===== src/rtl/am_radio_ctrl_multich.sv =====
// ---------------------------------------------------------------------------
// am_radio_ctrl_multich
//
// N-channel AM broadcast controller sitting between the PS register bus and
// the per-channel NCO/modulator chain. It holds the register file, a
// fail-safe watchdog and a broadcast FSM that ramps a shared gain up and
// down so transmissions start and stop without clicks. A watchdog timeout
// is a hard cut: the gain drops to zero on the next clock with no ramp.
//
// Register map (byte addresses):
//   0x00 CTRL     rw  [0] bcast_req, [4] wd_en, [5] wd_clear (write-1 pulse, reads 0)
//   0x04 STATUS   ro  [0] bcast_active, [1] wd_triggered, [2] wd_warning,
//                     [6:4] state, [31:16] ch_enable
//   0x08 CH_MASK  rw  [N-1:0]
//   0x0C COMMIT   wo  any write copies every shadow frequency to ch_freq
//   0x10+4*i      rw  shadow frequency of channel i (i < N)
//   anything else reads 0xDEADBEEF, writes are dropped
//
// Ports:
//   clk, rst_n        clock, asynchronous active-low reset
//   wr_en/addr/data   single-cycle register write, always accepted
//   rd_en/addr        register read request
//   rd_data/rd_valid  read response, exactly one cycle after rd_en
//   ch_freq           active frequencies, channel i at [32*i +: 32]
//   ch_enable         per-channel modulator enable
//   gain              shared output envelope gain
//   bcast_active      FSM is in ACTIVE
//   wd_triggered      fail-safe latched
//   wd_warning        watchdog count has passed 80% of the timeout
// ---------------------------------------------------------------------------
module am_radio_ctrl_multich #(
    parameter int unsigned NUM_CHANNELS   = 2,
    parameter int unsigned TIMEOUT_CYCLES = 625_000_000,
    parameter int unsigned GAIN_W         = 12,
    parameter int unsigned RAMP_STEP      = 1,
    parameter int unsigned FREQ_BASE      = 700_000,
    parameter int unsigned FREQ_SPACING   = 200_000
) (
    input  logic                       clk,
    input  logic                       rst_n,
    input  logic                       wr_en,
    input  logic [7:0]                 wr_addr,
    input  logic [31:0]                wr_data,
    input  logic                       rd_en,
    input  logic [7:0]                 rd_addr,
    output logic [31:0]                rd_data,
    output logic                       rd_valid,
    output logic [32*NUM_CHANNELS-1:0] ch_freq,
    output logic [NUM_CHANNELS-1:0]    ch_enable,
    output logic [GAIN_W-1:0]          gain,
    output logic                       bcast_active,
    output logic                       wd_triggered,
    output logic                       wd_warning
);

    localparam logic [7:0] ADDR_CTRL   = 8'h00;
    localparam logic [7:0] ADDR_STATUS = 8'h04;
    localparam logic [7:0] ADDR_MASK   = 8'h08;
    localparam logic [7:0] ADDR_COMMIT = 8'h0C;

    localparam logic [GAIN_W-1:0] GMAX    = '1;
    localparam logic [GAIN_W:0]   STEP_W  = (GAIN_W + 1)'(RAMP_STEP);

    localparam int unsigned       CNT_W   = $clog2(TIMEOUT_CYCLES + 1);
    localparam longint unsigned   WARN_L  = (64'(TIMEOUT_CYCLES) * 4) / 5;
    localparam logic [CNT_W-1:0]  WARN_AT = CNT_W'(WARN_L);
    localparam logic [CNT_W-1:0]  TRIG_AT = CNT_W'(TIMEOUT_CYCLES - 1);

    typedef enum logic [2:0] {
        ST_IDLE      = 3'd0,
        ST_RAMP_UP   = 3'd1,
        ST_ACTIVE    = 3'd2,
        ST_RAMP_DOWN = 3'd3,
        ST_FAULT     = 3'd4
    } state_t;

    state_t                  state;
    logic                    bcast_req;
    logic                    wd_en;
    logic [NUM_CHANNELS-1:0] ch_mask;
    logic [31:0]             shadow_freq [NUM_CHANNELS];
    logic [CNT_W-1:0]        wd_cnt;

    // ---------------------------------------------------------------------
    // Write-side decode shared by the register file, watchdog and FSM
    // ---------------------------------------------------------------------
    logic                    ctrl_wr;
    logic                    wd_clear;
    logic                    wd_en_next;
    logic                    wd_hit;
    logic [CNT_W-1:0]        wd_cnt_next;
    logic [NUM_CHANNELS-1:0] mask_next;
    logic                    go;

    assign ctrl_wr    = wr_en && (wr_addr == ADDR_CTRL);
    assign wd_clear   = ctrl_wr && wr_data[5];
    assign wd_en_next = ctrl_wr ? wr_data[4] : wd_en;

    // Any bus write is a heartbeat; it beats a timeout landing on the same clock.
    assign wd_hit = wd_en && !wr_en && (wd_cnt >= TRIG_AT);

    assign wd_cnt_next = (wr_en || !wd_en) ? '0 :
                         wd_triggered      ? wd_cnt :
                                             wd_cnt + 1'b1;

    // A mask write takes effect on ch_enable in the same clock it lands.
    assign mask_next = (wr_en && (wr_addr == ADDR_MASK)) ? wr_data[NUM_CHANNELS-1:0] : ch_mask;

    assign go = bcast_req && (ch_mask != '0) && !wd_triggered;

    // ---------------------------------------------------------------------
    // Register file and frequency shadowing
    // ---------------------------------------------------------------------
    // NOTE: sequential state is assigned with <= so every flop samples the
    // pre-edge values of its neighbours, independent of block ordering.
    always_ff @(posedge clk or negedge rst_n) begin
        if (!rst_n) begin
            bcast_req <= 1'b0;
            wd_en     <= 1'b1;
            ch_mask   <= '0;
            // NOTE: the shadow array is a handful of flops, not a RAM, so it
            // takes the async reset like any other register.
            for (int i = 0; i < NUM_CHANNELS; i++) begin
                shadow_freq[i]      <= 32'(FREQ_BASE + i * FREQ_SPACING);
                ch_freq[32*i +: 32] <= 32'(FREQ_BASE + i * FREQ_SPACING);
            end
        end else if (wr_en) begin
            if (ctrl_wr) begin
                bcast_req <= wr_data[0];
                wd_en     <= wr_data[4];
            end
            if (wr_addr == ADDR_MASK) begin
                ch_mask <= wr_data[NUM_CHANNELS-1:0];
            end
            for (int i = 0; i < NUM_CHANNELS; i++) begin
                if (wr_addr == ADDR_COMMIT) begin
                    ch_freq[32*i +: 32] <= shadow_freq[i];
                end
                if (wr_addr == 8'(16 + 4 * i)) begin
                    shadow_freq[i] <= wr_data;
                    // Nothing is on air in IDLE, so the new tuning goes straight through.
                    if (state == ST_IDLE) begin
                        ch_freq[32*i +: 32] <= wr_data;
                    end
                end
            end
        end
    end

    // ---------------------------------------------------------------------
    // Watchdog
    // ---------------------------------------------------------------------
    always_ff @(posedge clk or negedge rst_n) begin
        if (!rst_n) begin
            wd_cnt       <= '0;
            wd_warning   <= 1'b0;
            wd_triggered <= 1'b0;
        end else begin
            wd_cnt     <= wd_cnt_next;
            // Built from next-state values so the flag rises with the count itself.
            wd_warning <= wd_en_next && (wd_cnt_next >= WARN_AT);
            if (wd_clear) begin
                wd_triggered <= 1'b0;
            end else if (wd_hit) begin
                wd_triggered <= 1'b1;
            end
        end
    end

    // ---------------------------------------------------------------------
    // Broadcast FSM with gain ramp
    // ---------------------------------------------------------------------
    logic [GAIN_W:0]   gain_sum;
    logic [GAIN_W-1:0] gain_up;
    logic [GAIN_W-1:0] gain_dn;

    assign gain_sum = {1'b0, gain} + STEP_W;
    assign gain_up  = (gain_sum > {1'b0, GMAX}) ? GMAX : gain_sum[GAIN_W-1:0];
    assign gain_dn  = ({1'b0, gain} <= STEP_W) ? '0 : gain - STEP_W[GAIN_W-1:0];

    // The ramp end is detected on the value being loaded, so the state moves
    // on the same clock the gain reaches full scale or zero.
    always_ff @(posedge clk or negedge rst_n) begin
        if (!rst_n) begin
            state        <= ST_IDLE;
            gain         <= '0;
            ch_enable    <= '0;
            bcast_active <= 1'b0;
        end else begin
            // Outputs default to off; the on-air branches below override them.
            ch_enable    <= '0;
            bcast_active <= 1'b0;
            if (wd_triggered) begin
                state <= ST_FAULT;
                gain  <= '0;
            end else begin
                case (state)
                    ST_IDLE: begin
                        if (go) begin
                            state     <= ST_RAMP_UP;
                            ch_enable <= mask_next;
                        end
                    end
                    ST_RAMP_UP: begin
                        ch_enable <= mask_next;
                        if (!go) begin
                            state <= ST_RAMP_DOWN;
                        end else begin
                            gain <= gain_up;
                            if (gain_up == GMAX) begin
                                state        <= ST_ACTIVE;
                                bcast_active <= 1'b1;
                            end
                        end
                    end
                    ST_ACTIVE: begin
                        ch_enable <= mask_next;
                        if (!go) begin
                            state <= ST_RAMP_DOWN;
                        end else begin
                            bcast_active <= 1'b1;
                        end
                    end
                    ST_RAMP_DOWN: begin
                        if (go) begin
                            state     <= ST_RAMP_UP;
                            ch_enable <= mask_next;
                        end else begin
                            gain <= gain_dn;
                            if (gain_dn == '0) begin
                                state <= ST_IDLE;
                            end else begin
                                ch_enable <= mask_next;
                            end
                        end
                    end
                    ST_FAULT: begin
                        state <= ST_IDLE;
                    end
                    default: begin
                        state <= ST_IDLE;
                        gain  <= '0;
                    end
                endcase
            end
        end
    end

    // ---------------------------------------------------------------------
    // Read path: registered, so a same-cycle write is seen on the next read
    // ---------------------------------------------------------------------
    logic [31:0] rd_mux;
    logic [31:0] status_word;

    assign status_word = {16'(ch_enable), 9'b0, state, 1'b0, wd_warning, wd_triggered, bcast_active};

    always_comb begin
        // NOTE: defaulting the mux before the case keeps every path assigned,
        // so no latch is inferred for unmapped addresses.
        rd_mux = 32'hDEAD_BEEF;
        case (rd_addr)
            ADDR_CTRL:   rd_mux = {27'b0, wd_en, 3'b0, bcast_req};
            ADDR_STATUS: rd_mux = status_word;
            ADDR_MASK:   rd_mux = 32'(ch_mask);
            ADDR_COMMIT: rd_mux = '0;
            default: begin
                for (int i = 0; i < NUM_CHANNELS; i++) begin
                    if (rd_addr == 8'(16 + 4 * i)) begin
                        rd_mux = shadow_freq[i];
                    end
                end
            end
        endcase
    end

    always_ff @(posedge clk or negedge rst_n) begin
        if (!rst_n) begin
            rd_data  <= '0;
            rd_valid <= 1'b0;
        end else begin
            rd_valid <= rd_en;
            if (rd_en) begin
                rd_data <= rd_mux;
            end
        end
    end

endmodule


===== config.mk =====
export PLATFORM = sky130hd
export DESIGN_NAME = am_radio_ctrl_multich
export DESIGN_NICKNAME = d
export VERILOG_FILES = /design/src/rtl/am_radio_ctrl_multich.sv
export SDC_FILE = /design/constraint.sdc
export NUM_CORES = 1
export LEC_CHECK = 0
export ABC_AREA = 1
export CORE_UTILIZATION = 55
export DETAILED_ROUTE_END_ITERATION = 6
export PLACE_DENSITY_LB_ADDON = 0.12
export SYNTH_ARGS = -nofsm -noshare
export SYNTH_HDL_FRONTEND = slang
export SYNTH_SLANG_ARGS = --single-unit
export TNS_END_PERCENT = 50

===== constraint.sdc =====
create_clock -name clk -period 2.71 [get_ports clk]
set_input_delay 0.542 -clock clk [delete_from_list [all_inputs] [get_ports clk]]
set_output_delay 0.542 -clock clk [all_outputs]
set_load 0.05 [all_outputs]

==> flow_summary.json <==
{
  "status": "finished clean",
  "fin_crit_sh": 0.964,
  "setup_slack_ns": 0.0964,
  "gp_congestion": 0.972,
  "syn2layout_area_growth_pct": 26.9,
  "ys_seq_elements": 215,
  "antenna_found_initial": 1,
  "crit_path_end_kind": "output pin",
  "power_density_nw_per_um2": 550,
  "coreArea_um2": 19400,
  "worstReg2RegStart": "gain[0]",
  "initial_utilization": 0.560,
  "die_w_um": 143,
  "clk_pin_slew_worst_paths_ns": 0.06,
  "worst_setup_path_start_kind": "flop",
  "ys_seq_area_frac": 0.500,
  "worstHoldStart": "rd_data[15]",
  "first_global_vias": 9776,
  "postCtsResizedCells": 0,
  "synthFlopType": "dfrtp_1",
  "fp.dieH_um": 143,
  "drive_above_1_share": 0.101,
  "setup_viol": 0,
  "cts-buffers-inserted": 23,
  "h-tree-depth": 1,
  "viasPerCell": 5.64,
  "synth_top_area_share": 0.401,
  "grt_overflow": 0,
  "rows": 51,
  "ys_types": 45,
  "ir_drop_uv": 489,
  "finClkSkew_ns": 0.0128,
  "dieArea_um2": 20300,
  "drtIter0Drc": 754,
  "cts_tree": "built",
  "synth_area_leaders": "dfrtp_1 40%, nand2_1 11%, dfstp_2 9.9%",
  "clockBufferDepth": 3,
  "grt_pass1_wl_um": 50300,
  "wl_per_cell_um": 17.1,
  "fin_setup_tns_ns": 0,
  "finalCriticalPeriod_ns": 2.61,
  "clkLatencyLatePin_ns": 0.53,
  "fin_util": 0.711,
  "nFillCells": 1574,
  "ys_warn_count": 0,
  "yosys-top-cells-count": "325 x nand2_1, 174 x dfrtp_1, 164 x o21ai_0",
  "cts_setup_buffers": 0,
  "rsz0062_at_grt": "false",
  "clock-sinks": 215,
  "io_pins": 166,
  "critPathRequiredTime_ns": 2.17,
  "yosysTopAreaCell": "dfrtp_1",
  "ys_async_sr_fraction": 1.00,
  "worst_pin_slew_ns": 0.805,
  "portBuffers": 165,
  "clockRootBuffer": "clkbuf_16",
  "grt_usage": 0.315,
  "synth.most_common_cell": "nand2_1",
  "min-delay-path-class": "flop to flop",
  "dp_hpwl_um": 21000,
  "critical_path_class": "flop to output pin",
  "synth-edff-count": 0,
  "worstPathArrival_ns": 2.07,
  "crit_fanout": 8,
  "grt_max_degree": 67,
  "slew_headroom": 0.459,
  "hold_viol_final": 0,
  "totalWireLength_um": 31100,
  "fmax_mhz": 383,
  "slew_viol_final": 0,
  "maxCapViolCount": 0,
  "fin_nets": 1590,
  "synth_nets": 1418,
  "syn_area_per_cell_um2": 7.99,
  "pre_cts_ws_ns": 0.153,
  "first_pass_iters": 7,
  "holdWs_ns": 0.477,
  "diodes": 0,
  "syn_inst": 1361,
  "ant_nets": 0,
  "drc": 0,
  "syn_area_um2": 10900,
  "power_leakage_uw": 0.00625,
  "critPathLaunch": "wd_triggered",
  "route.vias.total": 10200
}
-- layer usage --
layer  track usage  vias up  wire length (µm)
met5             0        -                 0
met2         0.512      449             14700
met1         0.440     4849             13200
met4        0.0985        0               772
li1              -     4882                 -
met3        0.0421       59              2450
-- registers in the layout (all words and copies together), names as in the netlist, 2 cells and up --
register	flops
state	3
gain	12
wd_cnt	30
rd_data	32
ch_freq	64
ch_enable	2
shadow_freq	64
ch_mask	2
-- cells by family after synthesis --
family / synth area share
AO/OA/AOI/OAI: 0.177
XOR/XNOR: 0.00725
adder cells (fa/ha/maj): 0.00575
buffers and inverters: 0.0762
flip-flops: 0.500
multiplexers: 0.0166
AND/OR/NAND/NOR: 0.217
-- where the power goes --
part	switching [µW]	internal [µW]
registers	105	3380
clock network	1320	1840
logic	623	321
total	2050	5540
-- worst paths after layout --
check / endpoint / slack, ns / cells after the start
worst max-delay path: wd_triggered / 0.1 / 2
worst min-delay path: rd_data[15] / 0.48 / 2
worst max register to register: state[0] / 0.33 / 15
worst min register to register: rd_data[15] / 0.48 / 2
max in group asynchronous: ch_freq[21] / 1.43 / 3
min in group asynchronous: rd_data[15] / 0.54 / 2
-- layout make-up --
cell class	count	area, µm²	area share
Tap cell	265	332	0.0240
Inverter	152	571	0.0413
Sequential cell	215	5430	0.394
Timing Repair Buffer	208	2080	0.150
Clock inverter	9	92.6	0.00671
Multi-Input combinational cell	933	4620	0.335
Clock buffer	33	673	0.0488
-- through the flow --
step	instance area, µm²	power (µW)	std cells
after floorplan	10900	4040	1361
after global placement	13000	4470	1772
after detailed placement	13000	4480	1772
after CTS	13800	7640	1815
after global routing	13800	7850	1815
final	13800	7590	1815
-- worst max-delay path, cell delays in order, from the launching register on --
cell             delay, ns
dfrtp_1               0.50
buf_4                 0.24
clkdlybuf4s50_1       0.82
-- repair_timing --
item	CTS	global route
hold buffers	1	0
setup endpoints to repair	0	0
hold endpoints to repair	31	0
-- layout by cell type, fill, tap and decap left out, types with 5 or more instances in the layout --
cell type        count
nand2_1            322
dfrtp_1            174
o21ai_0            164
clkdlybuf4s50_1    163
inv_1              147
nor2_1             116
a21oi_1             77
nand3_1             61
o22ai_1             41
dfstp_2             41
buf_4               34
o221ai_1            24
clkbuf_16           23
mux2i_1             18
nor3_1              14
nand4_1             13
nor2_2              10
o21ai_1              8
buf_12               8
nand2_2              7
xor2_1               7
o211ai_1             7
clkbuf_8             7
ha_1                 5
(Power assumes the default switching activity.)
